==> config.mk <==
export PLATFORM = sky130hd
export DESIGN_NAME = z_result_stage
export DESIGN_NICKNAME = d
export VERILOG_FILES = /design/src/rtl/z_result_stage.sv
export SDC_FILE = /design/constraint.sdc
export NUM_CORES = 1
export LEC_CHECK = 0
export ABC_CLOCK_PERIOD_IN_PS = 6050
export BUFFER_PORTS_ARGS = -buffer_cell sky130_fd_sc_hd__buf_2
export CAP_MARGIN = 20
export CORE_AREA = 8 8 81 137
export CTS_BUF_LIST = sky130_fd_sc_hd__clkbuf_8
export CTS_CLUSTER_SIZE = 25
export DETAILED_ROUTE_END_ITERATION = 10
export DIE_AREA = 0 0 89 145
export PLACE_DENSITY = 0.81
export SYNTH_ARGS = -nofsm -noshare
export SYNTH_HDL_FRONTEND = slang
export SYNTH_SLANG_ARGS = --single-unit
==> constraint.sdc <==
create_clock -name clock -period 6.05 [get_ports clock]
set_clock_uncertainty 0.15 [all_clocks]
set_input_delay 0.3025 -clock clock [delete_from_list [all_inputs] [get_ports clock]]
set_output_delay 0.3025 -clock clock [all_outputs]
set_load 0.02 [all_outputs]
==> src/rtl/z_result_stage.sv <==
// Z result holding stage: captures the 64-bit ALU result, drains it as 1 or 2 valid/ready beats.
// Latency 1 (valid the cycle after capture); holds the beat while !wb_ready. Optional flags: Z_RESULT_FLAGS_EN.
module z_result_stage #(
  parameter int         HALF_W = 32,
  parameter logic [4:0] MUL_OP = 5'b01111,
  parameter logic [4:0] DIV_OP = 5'b10000
) (
  input  logic                clock,
  input  logic                clear,
  input  logic                z_in,
  input  logic [2*HALF_W-1:0] alu_c,
  input  logic [4:0]          op_code,
  input  logic                wb_ready,
  output logic                wb_valid,
  output logic [HALF_W-1:0]   wb_data,
  output logic                wb_is_hi,
  output logic [HALF_W-1:0]   zlo_q,
  output logic [HALF_W-1:0]   zhi_q,
  output logic                busy,
  output logic                overrun,
  output logic                flag_zero,
  output logic                flag_neg
);

  typedef enum logic [1:0] {IDLE, LO, HI} state_t;

  state_t              r_state;
  state_t              w_next;
  logic [HALF_W-1:0]   r_zlo;
  logic [HALF_W-1:0]   r_zhi;
  logic [4:0]          r_op;
  logic                r_overrun;
  logic                w_two_beat;
  logic                w_final_hs;
  logic                w_accept;

  assign w_two_beat = (r_op == MUL_OP) || (r_op == DIV_OP);

  // The last beat of a result leaving frees the registers for a same-cycle capture.
  assign w_final_hs = ((r_state == LO) && !w_two_beat && wb_ready) ||
                      ((r_state == HI) && wb_ready);
  assign w_accept   = z_in && ((r_state == IDLE) || w_final_hs);

  always_comb begin
    w_next = r_state;
    case (r_state)
      IDLE: if (w_accept) w_next = LO;
      LO: begin
        if (wb_ready) begin
          if (w_two_beat)    w_next = HI;
          else if (w_accept) w_next = LO;
          else               w_next = IDLE;
        end
      end
      HI: begin
        if (wb_ready) w_next = w_accept ? LO : IDLE;
      end
      default: w_next = IDLE;
    endcase
  end

  always_ff @(posedge clock) begin
    if (clear) begin
      r_state   <= IDLE;
      r_zlo     <= '0;
      r_zhi     <= '0;
      r_op      <= '0;
      r_overrun <= 1'b0;
    end else begin
      r_state   <= w_next;
      r_overrun <= z_in && !w_accept;
      if (w_accept) begin
        r_zlo <= alu_c[HALF_W-1:0];
        r_zhi <= alu_c[2*HALF_W-1:HALF_W];
        r_op  <= op_code;
      end
    end
  end

`ifdef Z_RESULT_FLAGS_EN
  logic r_flag_zero;
  logic r_flag_neg;
  logic w_cap_two;

  assign w_cap_two = (op_code == MUL_OP) || (op_code == DIV_OP);

  always_ff @(posedge clock) begin
    if (clear) begin
      r_flag_zero <= 1'b0;
      r_flag_neg  <= 1'b0;
    end else if (w_accept) begin
      if (w_cap_two) begin
        r_flag_zero <= (alu_c == '0);
        r_flag_neg  <= alu_c[2*HALF_W-1];
      end else begin
        r_flag_zero <= (alu_c[HALF_W-1:0] == '0);
        r_flag_neg  <= alu_c[HALF_W-1];
      end
    end
  end

  assign flag_zero = r_flag_zero;
  assign flag_neg  = r_flag_neg;
`else
  assign flag_zero = 1'b0;
  assign flag_neg  = 1'b0;
`endif

  assign wb_valid = (r_state != IDLE);
  assign busy     = (r_state != IDLE);
  assign wb_is_hi = (r_state == HI);
  assign wb_data  = (r_state == LO) ? r_zlo :
                    (r_state == HI) ? r_zhi : '0;
  assign zlo_q    = r_zlo;
  assign zhi_q    = r_zhi;
  assign overrun  = r_overrun;

endmodule
**After elaboration in Yosys (flattened, before gate mapping)**

Index checks and enable logic that the tools add are counted.

- Reduce and logical (&&, ||, !) cells: 13
- Div/mod/pow operators: 0
- Magnitude comparators: 0
- Add/sub/neg operators: 0
- Bitwise operators: 0
- Eq/ne operators: 7
- Shifts and indexed selects: 0
- Muxes and demuxes: 8
- Multipliers: 0

Operators with widths:

| operator | number |
|---|---|
| two-way mux 32 bit | 2 |
| two-way mux 2 bit | 4 |
| inequality test 2 bit (second input constant) | 3 |
| case mux 2 bit (3 select lines) | 1 |
| equality test 5 x 4 -> 1 bit (second input constant) | 1 |
| equality test 5 bit (second input constant) | 1 |
| logical AND 1 bit | 5 |
| logical OR 1 bit | 3 |
| AND reduction 3 bit | 1 |
| equality test 2 x 1 -> 1 bit (second input constant) | 1 |
| equality test 2 bit (second input constant) | 1 |
| logical NOT 1 bit | 2 |
| logical NOT 2 bit | 1 |
| nonzero test 2 bit | 1 |
| two-way mux 1 bit | 1 |

- Logic and storage cells: 33
- Output and inout port bits: 102
- Flip-flop bits (word level): 72
- Input port bits: 73
- Memory bits (writable): 0
- Bits in latches: 0
- Memories kept: 0
- ROM bits: 0

**Depth between registers and ports, before layout**

Gate-level depths: netlist of the first run.

- Depth in word-level cells: 12
- Depth in mapped cells: 7
- Gate-level depth less buffers: 4

**Worst setup path before layout of the first run**

No wires, ideal clock.

- Path kind: register to register
- Start point: register r_op[0]
- End point: register r_zhi[29], in the netlist zhi_q[29]
- Path slack: 4.082 ns
- Buffers on the path: 3
- Data arrival time: 1.746 ns
- Clock period less this slack: 1.968 ns
- Setup time: 0.072 ns
- Stages on the path, launching flop included: 8
- Path through: dfxtp_1 > or4b_1 > mux2i_1 > o31a_1 > buf_4 > buf_8 > buf_12 > mux2i_1

- Longest elaborated chain between the ends: 8
- Elaborated cells between the ends (all ways): 9
- Classes of those cells: 2 x eq/ne; 7 x reduce/logical

Ends and longest elaborated chain:

| what | RTL line | text |
|---|---|---|
| start, declared | 31 | `logic [4:0] r_op;` |
| start signal, assigned | 75 | `r_op <= op_code;` |
| equality test 5 x 4 -> 1 bit / equality test 5 bit (equally long branches) | 37 | `assign w_two_beat = (r_op == MUL_OP) \|\| (r_op == DIV_OP);` |
| logical OR 1 bit * | 37 |  |
| logical NOT 1 bit * | 40 | `assign w_final_hs = ((r_state == LO) && !w_two_beat && wb_ready) \|\|` |
| logical AND 1 bit * (2 in a row) | 40 |  |
| logical OR 1 bit * | 40 |  |
| logical OR 1 bit * | 42 | `assign w_accept = z_in && ((r_state == IDLE) \|\| w_final_hs);` |
| logical AND 1 bit * | 42 |  |
| end signal, assigned | 74 | `r_zhi <= alu_c[2*HALF_W-1:HALF_W];` |
| end, declared | 30 | `logic [HALF_W-1:0] r_zhi;` |

Every way passes the cells marked *; elsewhere a longest branch is shown, timed or not.
A chain may end at the register's enable or synchronous reset.

**Final worst setup path of the first run**

- Start point: register r_op[0]
- End point: register r_zhi[31], in the netlist zhi_q[31]

The elaborated chain is that of the path after synthesis.

==> impl_metrics.ini, run 1 <==
[power]
power.internal_uw = 858
p_leak_uw = 0.00236
netSwitchingPower_uw = 339
pwr-share-comb_pct = 20.8
worst_ir_drop_vdd_mv = 0.154
power.share.clock_pct = 33.9
power_density_nw_per_um2 = 256
power_frac_seq_pct = 45.3
netSwitchingFraction_pct = 28.3

[clock_network]
cts_made_buffers = 9
ctsResizeCount = 0
hold_buffers = 0
cts_setup_buffers = 0
clk_pin_slew_ns = 0.07
htreeDepth = 3
root_buffer = clkbuf_8
clock_latency_ns = 0.34
cts.path.max_buffers = 2
clock-sinks = 72
cts_tree = yes

[timing]
setup_viol = 0
fin_crit_sh_pct = 54.0
slew_violations = 0
clock.fmax_ghz = 0.306
finalHoldViolations = 0
tightest_slew_ns = 1.10
final.setup.tns_ns = 0
fin_crit_ns = 3.27
max_slew_margin_pct = 26.4
setup_ws_ns = 2.78
rsz0062_at_grt = false

[placed_design]
io_buffers = 172
dp_slack_ns = 2.77
gp_congestion = 0.744
dp.cells = 634
hpwl_um = 7320
placed_area_um2 = 4460

[floorplan]
die_area_um2 = 12900
fp.dieW_um = 89
die_h_um = 145
start_util_pct = 38.7
row_count = 47
pin_count = 175
core_um2 = 9290

[layout]
drive_gt1_share_pct = 36.4
design_area_um2 = 4680
multiInputGateArea_um2 = 1970
fillers = 911
area_delta_synth_final_pct = 30.3
seqCellArea_um2 = 1440
instances_no_fill = 651
nets = 596

[critical_path]
cp-start-kind = flip-flop
critPathCaptureType = flip-flop
critPathKind = reg -> reg
arrival_ns = 3.38
critPathMaxFanout = 36
cp.required_ns = 6.16

[logic_synthesis]
avgSynthCellArea_um2 = 9.79
synth_cell_types = 22
yosysWarningCount = 0
ys_seq_area_share_pct = 40.1
syn_inst = 367
synthesis.area_um2 = 3590
yosys.area.top_type = dfxtp_1
synth_area_leaders = dfxtp_1 40%, nand2b_1 24%, mux2i_1 20%
ys_ff_latch = 72
synth.top_cell.area_share_pct = 40.1

[global_routing]
grt-ovfl-total = 0
grt_first_pass_wirelength_um = 15600
grt_max_degree = 142
grt_pass1_vias = 3288
antenna_found_initial = 1
grtUsageTotal_pct = 15.5

[hold_path]
hp-class = in -> reg

[drt]
drc = 0
routedWlPerCell_um = 15.3
final_antenna_net_count = 0
first_pass_iters = 4
drt_iter0_drc = 90
via_count = 3135
finalWirelength_um = 9970
routed_via_density = 4.82

[flow_run]
drv_cap = 0

[outcome]
status = completed
[final timing paths]
kind	endpoint	from	slack (ns)	cells after the start
worst min-delay path	zhi_q[14]	alu_c[46]	0.06	3
worst max-delay path	zhi_q[31]	r_op[0]	2.78	5
worst max register to register	zhi_q[31]	r_op[0]	2.78	5
worst min register to register	r_op[3]	r_op[3]	0.34	2
[worst max-delay path, stage by stage, from the launching register on]
cell     delay [ns]
dfxtp_1        0.32
or4b_1         0.51
mux2i_1        0.30
o31a_2         0.94
buf_4          0.64
mux2i_1        0.27
[cells in the mapped netlist]
cell type and instances:
conb_1 1, a21o_1 1, a22o_1 32, nand2_1 5
buf_4 9, o211ai_1 1, nor2_1 2, o31a_1 1
or4b_1 1, nand3b_1 1, nand2b_1 138, buf_12 1
dfxtp_1 72, mux2i_1 70, a311oi_1 1, a21oi_1 3
buf_8 1, nand3_1 1, o21ai_0 1, nand4b_1 1
clkbuf_1 21, inv_1 3
[power groups by stage]
stage,sequential [µW],clock [µW],combinational [µW]
after global placement,551,0,247
after global routing,547,445,269
after floorplan,590,0,131
after CTS,542,421,254
final,542,406,250
after detailed placement,553,0,253
[cell families after synthesis]
kind of cell	Yosys count	share of synthesized area, %
AO/OA/AOI/OAI	40	9.27
multiplexers	70	19.5
buffers and inverters	35	5.36
AND/OR/NAND/NOR	149	25.6
flip-flops	72	40.1
other	1	0.104
[flip-flops by register name, summed over array words and instances (netlist names)]
name and flops:
r_state 2, overrun 1, zlo_q 32, r_op 5, zhi_q 32
[placed cells by master (no fill, tap or decap), types with 2 or more instances in the layout]
cell	count
mux2i_1	70
buf_2	172
buf_4	4
dfxtp_1	72
nor2_2	2
nand2b_1	138
a22o_1	32
clkbuf_8	10
inv_1	6
bufinv_16	2
nand2_1	5
a21oi_1	3
conb_1	2
[layer usage]
metal | vias to the layer above | GRT usage (%) | wire length (µm)
met3 | 26 | 3.00 | 646
met2 | 119 | 26.6 | 5140
li1 | 1549 | - | -
met5 | - | 0 | 0
met4 | 0 | 12.4 | 429
met1 | 1441 | 15.4 | 3750
[layout make-up]
| class | instances | share of cell area, % |
|---|---|---|
| diodes | 1 | 0.0535 |
| clock buffers | 10 | 2.94 |
| clock inverters | 6 | 1.63 |
| inverters | 3 | 0.241 |
| multi-input cells | 261 | 42.0 |
| flip-flops and latches | 72 | 30.8 |
| well taps | 122 | 3.26 |
| repair buffers | 176 | 19.0 |
[through the flow]
| stage | hold slack [ns] | total power (µW) | utilization [%] |
|---|---|---|---|
| floorplan | 0.296 | 720 | - |
| global placement | 0.322 | 797 | 48.0 |
| detailed placement | 0.332 | 806 | 48.0 |
| CTS | 0.0366 | 1220 | 50.4 |
| global route | 0.0353 | 1260 | 50.4 |
| finish | 0.0580 | 1200 | 50.4 |
Note: power is estimated with default switching activity, not from simulation.
==> run 2: changes to the inputs <==
- ABC_CLOCK_PERIOD_IN_PS: 6050 -> 2800
- PLACE_DENSITY: 0.81 -> 0.83
- clock period: 6.05 -> 2.8 ns (I/O delays scaled with it)
==> run 2 against run 1 <==
Net effect:
- register-to-register slack got worse by 2.1 ns
- worst setup slack got worse by 2.3 ns
- final area increased by 17%
- sequential share of layout area decreased by 4.6 points
- via count increased by 11%
- global-route usage increased by 2.2 points
- flip-flop and latch count unchanged
- clock power increased to 2.7 times the previous value
- highest routed layer unchanged
- power increased by 140%
- combinational power increased to 2.5 times the previous value
- hold slack improved by 0.28 ns
- die area unchanged
==> impl_metrics.ini, run 2 (synthesis results as in run 1) <==
[critical_path]
critPathMaxStageDelay_ns = 0.51
cp-start-kind = flip-flop
r2r_slack_ns = 0.64
worstSetupStartpoint = r_state[0]
critPathKind = reg -> out
path_buf_inv = 3
crit_family = buffers and inverters
cp_cell_sequence = inv_1, nor2_2, buf_12, a22o_1, buf_2
r2r_start = r_op[0]
critPathSlowestCell = nor2_2
cp.required_ns = 2.51
arrival_ns = 2.02
critPathMaxFanout = 24
critPathCaptureType = primary output

[drt]
finalWirelength_um = 11600
drt_iter0_drc = 220
routed_via_density = 4.80
first_pass_iters = 5
final_antenna_net_count = 0
routedWlPerCell_um = 16.0
drc = 0
via_count = 3481

[timing]
rsz0062_at_grt = false
max_slew_margin_pct = 52.1
fin_crit_ns = 2.31
clock.fmax_ghz = 0.433
tightest_slew_ns = 0.719
final.setup.tns_ns = 0
finalHoldViolations = 0
setup_viol = 0
slew_violations = 0
fin_crit_sh_pct = 82.5
setup_ws_ns = 0.491

[clock_network]
clock-sinks = 72
cts.path.max_buffers = 2
clk_pin_slew_ns = 0.07
ctsResizeCount = 0
cts_tree = yes
clock_latency_ns = 0.34
htreeDepth = 3
root_buffer = clkbuf_8
cts_setup_buffers = 0
cts_made_buffers = 9

[floorplan]
die_area_um2 = 12900
row_count = 47
pin_count = 175
die_h_um = 145
start_util_pct = 38.7
fp.dieW_um = 89
core_um2 = 9290

[layout]
nets = 668
layout_common_cells = 172 x buf_2, 138 x nand2b_1, 72 x dfxtp_1
drive_gt1_share_pct = 32.5
fillers = 787
layout.cells.most_common = buf_2
area_delta_synth_final_pct = 53.0

[placed_design]
dp_slack_ns = 0.669
hpwl_um = 7580
gp_congestion = 0.776
io_buffers = 172

[hold_path]
hp-class = reg -> reg
worstHoldStart = r_op[4]

[power]
power_density_nw_per_um2 = 527
p_leak_uw = 0.00269
power.share.clock_pct = 37.7
power_frac_seq_pct = 40.5
power.internal_uw = 2110
netSwitchingFraction_pct = 27.1
netSwitchingPower_uw = 785
pwr-share-comb_pct = 21.9
worst_ir_drop_vdd_mv = 0.415

[global_routing]
antenna_found_initial = 3
grt_max_degree = 83
grt-ovfl-total = 0
grt_first_pass_wirelength_um = 17800
grtUsageTotal_pct = 17.7
grt_pass1_vias = 3663

[flow_run]
drv_cap = 0

[outcome]
status = completed
[run 2: cell types whose count changed in the layout (fill, tap and decap cells not counted)]
cell / previous run / this run
buf_12: 0 / 3
buf_4: 4 / 2
bufinv_16: 2 / 4
clkinv_2: 1 / 0
clkinvlp_4: 0 / 1
diode_2: 1 / 3
dlygate4sd3_1: 0 / 71
inv_1: 6 / 4
[run 2: final cells by class]
cell class / instances / area (µm²) / area share (%)
clock buffer: 10 / 138 / 2.50
timing repair buffer: 248 / 1650 / 30.0
inverter: 3 / 11.3 / 0.205
antenna: 3 / 7.51 / 0.137
sequential: 72 / 1440 / 26.2
clock inverter: 6 / 131 / 2.39
multi-input combinational: 261 / 1970 / 35.8
tap: 122 / 153 / 2.78
[run 2: per-stage QoR]
stage	utilization [%]	hold WS [ns]	area, µm²	total power, µW	std cells
floorplan	-	0.134	3600	1560	368
global placement	48.5	0.248	4510	1730	635
detailed placement	48.5	0.252	4510	1750	635
CTS	59.1	0.345	5490	2920	722
global route	59.2	0.365	5500	3020	725
finish	59.2	0.342	5500	2900	725
[run 2: routing by layer]
| layer | GRT usage [%] | vias to the layer above | routed length, µm |
|---|---|---|---|
| li1 | - | 1686 | - |
| met1 | 16.6 | 1622 | 4230 |
| met2 | 31.6 | 128 | 6140 |
| met3 | 3.85 | 45 | 646 |
| met4 | 13.1 | 0 | 589 |
| met5 | 0 | - | 0 |
[run 2: final timing paths]
kind | to | cells after the start
worst max-delay path | wb_data[13] | 5
worst min-delay path | r_op[4] | 2
worst max register to register | zhi_q[11] | 5
worst min register to register | r_op[4] | 2
[run 2: worst min-delay path, delay by kind of cell, from the launching register on]
kind	cells	cell delay, ns
DFF	1	0.32
muxes	1	0.06
and+or+nand+nor	1	0.07
[run 2: repair_timing]
| item | 4_1_cts | 5_1_grt |
|---|---|---|
| endpoints found under the setup margin | 0 | 0 |
| hold buffers | 71 | 0 |
| endpoints found under the hold margin | 72 | 0 |
[run 2: power by group through the flow]
stage	Sequential, µW	Clock (µW)	Combinational (µW)
after floorplan	1270	0	282
after global placement	1190	0	538
after detailed placement	1190	0	552
after CTS	1170	1120	632
after global routing	1180	1160	674
final	1170	1090	634
==> run 3: changes to the inputs <==
- ABC_AREA: unset -> 1
- ABC_CLOCK_PERIOD_IN_PS: 2800 -> 2350
- CORE_AREA: 8 8 81 137 -> 8 8 85 143
- DIE_AREA: 0 0 89 145 -> 0 0 93 151
- PLACE_DENSITY: 0.83 -> 0.79
- clock period: 2.8 -> 2.35 ns (I/O delays scaled with it)
==> run 3 against run 2 <==
Net effect:
- global-route usage up 2.6 points
- flip-flop and latch count is the same
- critical path depth grew 3
- clock-buffer cell count stayed put
- final cell count grew 41%
- combinational power increased by 77%
- worst setup slack lost 0.35 ns
- first-iteration DRC count grew 22%
==> impl_metrics.ini, run 3 <==
[clock_network]
cts_made_buffers = 9
ctsResizeCount = 0
root_buffer = clkbuf_8
cts_tree = yes
htreeDepth = 3
hold_buffers = 73
cts_setup_buffers = 0
clk_pin_slew_ns = 0.08
cts.path.max_buffers = 2
clock-sinks = 72
clock_latency_ns = 0.35

[placed_design]
io_buffers = 172
hpwl_um = 9170
dp_slack_ns = 0.593
gp_congestion = 0.858
placed_area_um2 = 4900

[floorplan]
fp.dieW_um = 93
start_util_pct = 38.8
row_count = 49
die_h_um = 151
core_um2 = 10200
die_area_um2 = 14000
pin_count = 175

[logic_synthesis]
synthAdderAreaFrac_pct = 0
async_flop_share_pct = 0
syn_inst = 660
ys_ff_latch = 72
yosysWarningCount = 0
avgSynthCellArea_um2 = 5.98
synth_cell_types = 17
synth_mux_area_share_pct = 0
synth_compound_area_share_pct = 5.64
synth-simple-area-share_pct = 32.5
ys.flop_type = dfxtp_1
ys_seq_area_share_pct = 36.5
yosysMostFrequentCell = inv_1
synth_area_leaders = dfxtp_1 37%, inv_1 20%, nand2_1 14%
yosys.area.top_type = dfxtp_1
synthesis.area_um2 = 3950
synth_edf_count = 0
synth.top_cell.area_share_pct = 36.5
synthXorXnorAreaFrac_pct = 0
yosys-top-cells-count = 212 x inv_1, 146 x nand2_1, 74 x nor2_1
synth_top_family_by_area = simple AND/OR/NAND/NOR gates

[critical_path]
cp-start-kind = input port
r2r_end = r_state[0]
critPathKind = in -> reg
critPathMaxFanout = 31
r2r_slack_ns = 0.15
arrival_ns = 2.30
worstRegToRegCells = 7
cp_cell_sequence = dlygate4sd3_1, buf_2, inv_1, nand2_2, nand3_2, buf_4, a21oi_1, dlygate4sd3_1
path_common_cell = dlygate4sd3_1
critPathMaxStageDelay_ns = 0.57
r2r_start = r_state[0]
critPathCaptureType = flip-flop
critPathSlowestCell = dlygate4sd3_1
cp.required_ns = 2.44

[global_routing]
grt_pass1_vias = 4733
grt_first_pass_wirelength_um = 22500
grt_max_degree = 71
grtUsageTotal_pct = 20.3
antenna_found_initial = 1
grt-ovfl-total = 0

[drt]
finalWirelength_um = 14700
drt_iter0_drc = 268
routed_via_density = 4.73
via_count = 4818
first_pass_iters = 4
routedWlPerCell_um = 14.4
drc = 0
final_antenna_net_count = 0

[hold_path]
holdPathEnd = zhi_q[30]
worstHoldStart = z_in
hp-class = in -> reg
holdPathStages = 4

[timing]
slew_violations = 0
final.setup.tns_ns = 0
tightest_slew_ns = 0.572
rsz0062_at_grt = false
finalHoldViolations = 0
setup_ws_ns = 0.143
fin_crit_sh_pct = 93.9
clock.fmax_ghz = 0.453
max_slew_margin_pct = 61.9
fin_crit_ns = 2.21
setup_viol = 0

[layout]
fillers = 954
design_area_um2 = 5800
layout.cells.most_common = inv_1
multiInputGateArea_um2 = 1520
drive_gt1_share_pct = 22.8
layout_common_cells = 215 x inv_1, 172 x buf_2, 144 x nand2_1
nets = 958
seqCellArea_um2 = 1440
area_delta_synth_final_pct = 47.0

[flow_run]
drv_cap = 0

[power]
power_density_nw_per_um2 = 584
worst_ir_drop_vdd_mv = 0.410
p_leak_uw = 0.00359

[outcome]
status = completed
-- run 3: changes by cell type after synthesis, sizes merged, moves of 69 or more --
| cell | change |
|---|---|
| mux2i | -70 |
| nand2b | -138 |
| nand2 | +141 |
| nand4 | +69 |
| inv | +210 |
| nor2 | +73 |
-- run 3: final cells by class --
class                   instances  share of cell area, %
clock buffers                  10                   2.37
diodes                          2                 0.0862
multi-input cells             331                   26.2
repair buffers                258                   29.5
inverters                     213                   13.8
flip-flops and latches         72                   24.8
clock inverters                 6                  0.496
well taps                     127                   2.74
-- run 3: worst max path at each step --
stage,slack [ns],endpoint,start
after CTS,0.17,r_state[0],r_state[0]
after floorplan,0.63,wb_data[1],r_state[1]
after detailed placement,0.59,wb_data[20],r_state[0]
after global routing,0.004,r_state[0],r_state[0]
after global placement,0.62,wb_data[20],r_state[0]
final,0.14,r_state[0],wb_ready
-- run 3: per-stage QoR --
stage          utilization (%)  total power [µW]  hold slack (ns)  cells
2_1_floorplan                -              2100           0.0366    661
3_3_place_gp              48.2              2420            0.175    928
3_5_place_dp              48.2              2430            0.180    928
4_1_cts                   57.0              3400           0.0117   1017
5_1_grt                   57.0              3600           0.0274   1018
6_report                  57.0              3390           0.0266   1019
-- run 3: power by group --
group / switching (µW) / leakage (µW) / total (µW) / internal (µW)
combinational: 703 / 0.00290 / 1120 / 415
clock: 469 / 0.0000959 / 867 / 397
sequential: 64.2 / 0.000597 / 1410 / 1340
total: 1240 / 0.00359 / 3390 / 2150
-- run 3: routing by layer --
metal / wire length [µm] / vias up / GRT usage (%)
met5: 0 / - / 0
met4: 918 / 0 / 16.4
met3: 862 / 69 / 5.11
met2: 7460 / 229 / 34.8
met1: 5420 / 2127 / 20.2
li1: - / 2393 / -
-- run 3: cells by family after synthesis --
kind of cell,count (synthesis)
simple gates,293
flops,72
compound gates,36
other cells,1
buf+inv,258
-- run 3: worst max-delay path: cells and delay by family --
family / cells / cell delay (ns)
buf+inv: 5 / 1.69
simple gates: 2 / 0.37
compound gates: 1 / 0.12
